<file path="src/rtl/music_sched_pkg.sv">
// Shared definitions for the music voice scheduler: frame field layout,
// frame type and decode FSM state enums.
package music_sched_pkg;

    localparam int FRAME_W            = 16;
    localparam int VOICE_MSB          = 15;
    localparam int VOICE_LSB          = 14;
    localparam int TYPE_BIT           = 13;
    localparam int PAYLOAD_W          = 13;
    localparam int AMP_W              = 8;
    localparam int VOICE_W            = VOICE_MSB - VOICE_LSB + 1;
    localparam int NUM_VOICES_DEFAULT = 4;

    typedef enum logic {
        FRAME_FREQ = 1'b0,
        FRAME_AMP  = 1'b1
    } frame_type_e;

    typedef enum logic [1:0] {
        S_IDLE,
        S_READ,
        S_WRITE
    } state_e;

    typedef struct packed {
        logic [VOICE_W-1:0]   voice;
        frame_type_e          ftype;
        logic [PAYLOAD_W-1:0] payload;
    } frame_t;

endpackage

</file>
<file path="src/rtl/music_sched_fifo.sv">
// Synchronous frame FIFO with registered read data; pointers carry an extra
// wrap bit so full and empty come straight from pointer comparison.
module music_sched_fifo #(
    parameter int WIDTH = 16,
    parameter int DEPTH = 8
) (
    input  logic             clk,
    input  logic             reset,
    input  logic             push,
    input  logic [WIDTH-1:0] push_data,
    input  logic             pop,
    output logic [WIDTH-1:0] pop_data,
    output logic             full,
    output logic             empty
);

    localparam int AW = $clog2(DEPTH);

    logic [WIDTH-1:0] mem [DEPTH];
    logic [AW:0]      wr_ptr;
    logic [AW:0]      rd_ptr;
    logic             do_push;
    logic             do_pop;

    assign full    = (wr_ptr[AW] != rd_ptr[AW]) && (wr_ptr[AW-1:0] == rd_ptr[AW-1:0]);
    assign empty   = (wr_ptr == rd_ptr);
    assign do_push = push && !full;
    assign do_pop  = pop && !empty;

    // NOTE: the storage array is deliberately not reset; the pointers alone say which entries are valid.
    always_ff @(posedge clk) begin
        if (do_push) begin
            mem[wr_ptr[AW-1:0]] <= push_data;
        end
    end

    always_ff @(posedge clk) begin
        if (reset) begin
            wr_ptr   <= '0;
            rd_ptr   <= '0;
            pop_data <= '0;
        end else begin
            if (do_push) begin
                wr_ptr <= wr_ptr + 1'b1;
            end
            if (do_pop) begin
                rd_ptr   <= rd_ptr + 1'b1;
                pop_data <= mem[rd_ptr[AW-1:0]];
            end
        end
    end

endmodule

</file>
<file path="src/rtl/music_voice_scheduler.sv">
// Buffers SPI control frames, decodes them into shadow voice registers and commits
// them on the sample tick. Define MUSIC_SCHED_FADE_EN to fade amplitudes on link timeout.
module music_voice_scheduler
    import music_sched_pkg::*;
#(
    parameter int NUM_VOICES     = NUM_VOICES_DEFAULT,
    parameter int FIFO_DEPTH     = 8,
    parameter int WATCHDOG_TICKS = 32000
) (
    input  logic                                  CLK_50Mhz,
    input  logic                                  reset,
    input  logic                                  frame_valid,
    input  logic [FRAME_W-1:0]                    frame_data,
    output logic                                  frame_ready,
    input  logic                                  sample_tick,
    output logic [NUM_VOICES-1:0][PAYLOAD_W-1:0]  voice_freq,
    output logic [NUM_VOICES-1:0][AMP_W-1:0]      voice_amp,
    output logic                                  update_strobe,
    output logic                                  link_active,
    output logic [7:0]                            drop_count
);

    localparam int              WD_W     = $clog2(WATCHDOG_TICKS + 1);
    localparam logic [WD_W-1:0] WD_LIMIT = WD_W'(WATCHDOG_TICKS);

    state_e                               state_q;
    state_e                               state_d;
    frame_t                               head;
    logic                                 fifo_pop;
    logic                                 fifo_full;
    logic                                 fifo_empty;
    logic                                 accept;
    logic                                 refuse;
    logic                                 shadow_wr;
    logic                                 timeout;
    logic [WD_W-1:0]                      wd_cnt;
    logic [NUM_VOICES-1:0][PAYLOAD_W-1:0] shadow_freq;
    logic [NUM_VOICES-1:0][AMP_W-1:0]     shadow_amp;

    assign frame_ready = !fifo_full && !reset;
    assign accept      = frame_valid && frame_ready;
    assign refuse      = frame_valid && !frame_ready;
    assign timeout     = (wd_cnt == WD_LIMIT);

    music_sched_fifo #(
        .WIDTH (FRAME_W),
        .DEPTH (FIFO_DEPTH)
    ) u_fifo (
        .clk       (CLK_50Mhz),
        .reset     (reset),
        .push      (accept),
        .push_data (frame_data),
        .pop       (fifo_pop),
        .pop_data  (head),
        .full      (fifo_full),
        .empty     (fifo_empty)
    );

    always_ff @(posedge CLK_50Mhz) begin
        if (reset) begin
            state_q <= S_IDLE;
        end else begin
            state_q <= state_d;
        end
    end

    // NOTE: every output of this block is given a default first so no path can infer a latch.
    always_comb begin
        state_d   = state_q;
        fifo_pop  = 1'b0;
        shadow_wr = 1'b0;
        unique case (state_q)
            S_IDLE: begin
                if (!fifo_empty) begin
                    fifo_pop = 1'b1;
                    state_d  = S_READ;
                end
            end
            S_READ:  state_d = S_WRITE;
            S_WRITE: begin
                shadow_wr = 1'b1;
                state_d   = S_IDLE;
            end
            default: state_d = S_IDLE;
        endcase
    end

    // Voice indices with no matching slot simply fall through the loop and are discarded.
    always_ff @(posedge CLK_50Mhz) begin
        if (reset) begin
            shadow_freq <= '0;
            shadow_amp  <= '0;
        end else begin
            for (int v = 0; v < NUM_VOICES; v++) begin
                if (shadow_wr && int'(head.voice) == v) begin
                    if (head.ftype == FRAME_FREQ) begin
                        shadow_freq[v] <= head.payload;
                    end else begin
                        shadow_amp[v] <= head.payload[AMP_W-1:0];
                    end
                end
`ifdef MUSIC_SCHED_FADE_EN
                if (timeout && sample_tick && !accept && shadow_amp[v] != '0) begin
                    shadow_amp[v] <= shadow_amp[v] - 1'b1;
                end
`else
                if (timeout) begin
                    shadow_amp[v] <= '0;
                end
`endif
            end
        end
    end

    // NOTE: non-blocking assignments make the commit see shadow values from the start of the cycle,
    // so a shadow write landing on a tick edge is picked up by the following tick.
    always_ff @(posedge CLK_50Mhz) begin
        if (reset) begin
            voice_freq    <= '0;
            voice_amp     <= '0;
            update_strobe <= 1'b0;
        end else begin
            update_strobe <= sample_tick;
            if (sample_tick) begin
                voice_freq <= shadow_freq;
                voice_amp  <= shadow_amp;
            end
        end
    end

    always_ff @(posedge CLK_50Mhz) begin
        if (reset) begin
            wd_cnt      <= '0;
            link_active <= 1'b0;
        end else if (accept) begin
            wd_cnt      <= '0;
            link_active <= 1'b1;
        end else begin
            if (sample_tick && !timeout) begin
                wd_cnt <= wd_cnt + 1'b1;
            end
            if (timeout) begin
                link_active <= 1'b0;
            end
        end
    end

    always_ff @(posedge CLK_50Mhz) begin
        if (reset) begin
            drop_count <= '0;
        end else if (refuse && drop_count != 8'hFF) begin
            drop_count <= drop_count + 8'd1;
        end
    end

endmodule

</file>
<file path="config.mk">
export PLATFORM = sky130hd
export DESIGN_NAME = music_voice_scheduler
export DESIGN_NICKNAME = d
export VERILOG_FILES = /design/src/rtl/music_sched_pkg.sv /design/src/rtl/music_sched_fifo.sv /design/src/rtl/music_voice_scheduler.sv
export SDC_FILE = /design/constraint.sdc
export NUM_CORES = 1
export LEC_CHECK = 0
export BUFFER_PORTS_ARGS = -buffer_cell sky130_fd_sc_hd__buf_2
export CORE_AREA = 4 4 153 155
export CTS_CLUSTER_DIAMETER = 60
export CTS_CLUSTER_SIZE = 40
export DETAILED_ROUTE_END_ITERATION = 7
export DIE_AREA = 0 0 157 159
export GPL_TIMING_DRIVEN = 0
export PLACE_DENSITY = 0.85
export SLEW_MARGIN = 20
export SYNTH_ARGS = -nofsm -noshare
export SYNTH_HDL_FRONTEND = slang
export SYNTH_SLANG_ARGS = --single-unit
export TNS_END_PERCENT = 20
</file>
<file path="constraint.sdc">
create_clock -name CLK_50Mhz -period 4.7 [get_ports CLK_50Mhz]
set_clock_uncertainty 0.1 [all_clocks]
set_input_delay 0.235 -clock CLK_50Mhz [delete_from_list [all_inputs] [get_ports CLK_50Mhz]]
set_output_delay 0.235 -clock CLK_50Mhz [all_outputs]
set_load 0.03 [all_outputs]
</file>
==> metrics.md <==
| Metric | Value |
|---|---|
| Status | `completed` |
| Startpoint types | `flop` |
| DR vias | `8681` |
| Post-layout power | `0.00647 W` |
| Drt pass-1 iters | `5` |
| Unrepaired setup endpoints after global routing | `no` |
| Initial antenna violation count | `0` |
| Critical Path RT | `4820 ps` |
| Num CTS Buffers | `23` |
| Top FF cell, synth | `dfxtp_1` |
| First-pass GRT wire length | `45.1 mm` |
| Worst-path fanout max | `9` |
| Relative slew slack | `34.7%` |
| Number of synthesized register bits | `347` |
| M2 GR Usage | `38.3%` |
| HPWL Detailed | `19.5 mm` |
| Sequential area share after synthesis | `63.1%` |
| Antenna viol nets, final | `0` |
| Worst-margin pin slew | `976 ps` |
| Max Clock Freq | `0.349 GHz` |
| Fraction of layout cells with a size suffix above 1 | `18.1%` |
| Post-synth EDFFs | `128` |
| Arrival @ worst endpoint | `2980 ps` |
| Max Cap Violations | `0` |
| Area delta synth->final | `14.8%` |
| Placer Congestion | `0.819` |
| Max Slew Vio Count | `0` |
| Routed wire length | `28.6 mm` |
| Nets | `1253` |
| CTS Root Cell | `clkbuf_16` |
| Via density | `5.70` |
| Clock Sinks | `347` |
| Synth top area share | `33.6%` |
| Worst-Skew Late Latency | `530 ps` |
| Leading area contributor after synthesis | `dfxtp_1` |
| Worst hold path type | `in2reg` |
| Setup TNS | `0 ps` |
| CTS HTree Levels | `1` |
| Fin crit period | `2870 ps` |
| Initial Util | `59.7%` |
| Top post-synthesis cells by area | `dfxtp_1, edfxtp_1, mux2i_1` |
| Post-synthesis async set-or-reset flop share | `0%` |
| Setup violators final | `0` |
| Max VDD drop | `0.432 mV` |
| Fin Hold WS | `12.2 ps` |
| Port-buffer cells | `112` |
| CTS tree | `yes` |
| Met1 Use GR | `30.6%` |
| Clk slew on worst S/H paths | `80 ps` |
| Grt ovf | `0` |
| Final Hold Fails | `0` |
| Netlist Area Pre-Place | `0.0130 mm²` |
| Syn Inst Count | `1067` |
| Leak Pwr | `5.60 nW` |
| Number of global-route vias before repair | `8365` |
| Power Dens Cells | `432 mW/mm²` |
| Mapped Nets | `1092` |
| Ant diodes | `0` |
| GRT met3 Usage | `2.91%` |
| Largest net degree at the start of global routing | `30` |
| Most common cell in the netlist | `dfxtp_1` |
| Core Rows | `54` |
| Most Crowded Layer GR | `met2` |
| Tcrit/Tclk final | `61.0%` |
| CTS max path bufs | `3` |
| DRT iter0 DRCs | `725` |
| Wire per inst | `18.8 µm` |
| Die area | `0.0250 mm²` |
| Residual DRC | `0` |
| Syn_area_per_cell | `12.2 µm²` |
| Synth unique cells | `49` |
| Post-synth top cells | `dfxtp_1, nor2_1, mux2i_1` |
| Chip Width | `157 µm` |
| Total GRT Usage | `22.4%` |
| Die Span Y | `159 µm` |
| Setup crit end kind | `flop` |
| I/O pin total | `115` |
| Area of the core | `0.0218 mm²` |
| Fin util | `68.5%` |
| CP Class | `reg2reg` |
| Synth warn | `0` |
| Setup bufs post-CTS | `0` |
## power breakdown
part / internal [W] / leakage [nW] / switching, W / total (W)
clock: 0.000971 / 0.372 / 0.00111 / 0.00208
sequential: 0.00322 / 2.93 / 0.0000899 / 0.00331
combinational: 0.000378 / 2.30 / 0.000691 / 0.00107
total: 0.00457 / 5.60 / 0.00189 / 0.00647
## stage by stage
stage               setup slack [ps]  area (µm²)  cells
finish                          1830       15000   1524
global route                    1680       15000   1524
CTS                             1810       15000   1524
detailed placement              1760       14000   1467
global placement                 400       13900   1459
floorplan                       1620       13000   1067
## worst max-delay path: stages, from the launching register on
cell and delay, ps:
dfxtp_1 350, clkbuf_2 210, xor2_2 320, o41a_1 270
nand3_1 230, nor3b_2 770, buf_4 330
## placed cells by master, fill, tap and decap left out, types with 10 or more instances in the layout
cell type and n:
a21oi_1 78, buf_2 121, clkbuf_1 54, clkbuf_16 23
dfxtp_1 219, dlygate4sd3_1 16, edfxtp_1 128, inv_1 10
mux2i_1 134, mux4_2 31, nand2_1 107, nand3_1 23
nor2_1 146, o21ai_0 21, xnor2_1 12
## kinds of logic after synthesis
family	after synthesis	synth area share, %
xor gates and xnor gates	19	1.48
DFF	347	63.1
AOI/OAI and AO/OA	112	4.80
muxes	169	16.1
adders and majority gates	5	0.480
and+or+nand+nor	332	11.1
buffers and inverters	83	2.87
## state kept, by name, indices dropped and copies added (netlist names)
signal	flops
state_q	2
link_active	1
shadow_freq	52
wd_cnt	15
u_fifo.mem	128
drop_count	8
u_fifo.pop_data	16
u_fifo.rd_ptr	4
voice_freq	52
voice_amp	32
shadow_amp	32
update_strobe	1
u_fifo.wr_ptr	4
## path summary, 6_finish.rpt
kind | endpoint | start | slack, ps | depth (start not counted)
min reg2reg | shadow_freq[33] | shadow_freq[33] | 360 | 2
min | drop_count[6] | frame_valid | 10 | 3
max reg2reg | u_fifo.mem[3][8] | u_fifo.wr_ptr[0] | 1830 | 6
max | u_fifo.mem[3][8] | u_fifo.wr_ptr[0] | 1830 | 6
## per-layer routing
metal  up-vias  share of wire (%)
met5         -                  0
met4         0                2.1
met3        51                6.1
met2       271                 51
met1      4257                 41
li1       4102                  -
## final cells by class
class / instances / area (µm²)
clock buffers: 24 / 579
repair buffers: 136 / 779
multi-input cells: 637 / 4460
plain buffers: 73 / 337
well taps: 280 / 350
flip-flops and latches: 347 / 8230
clock inverters: 17 / 186
fillers: 1483 / 6870
inverters: 10 / 37.5
## timing repair
action | in CTS | in global routing
gates resized for setup | 0 | 0
hold endpoints to repair | 128 | 0
hold buffers | 16 | 0
Power figures use the tool's default switching activity.
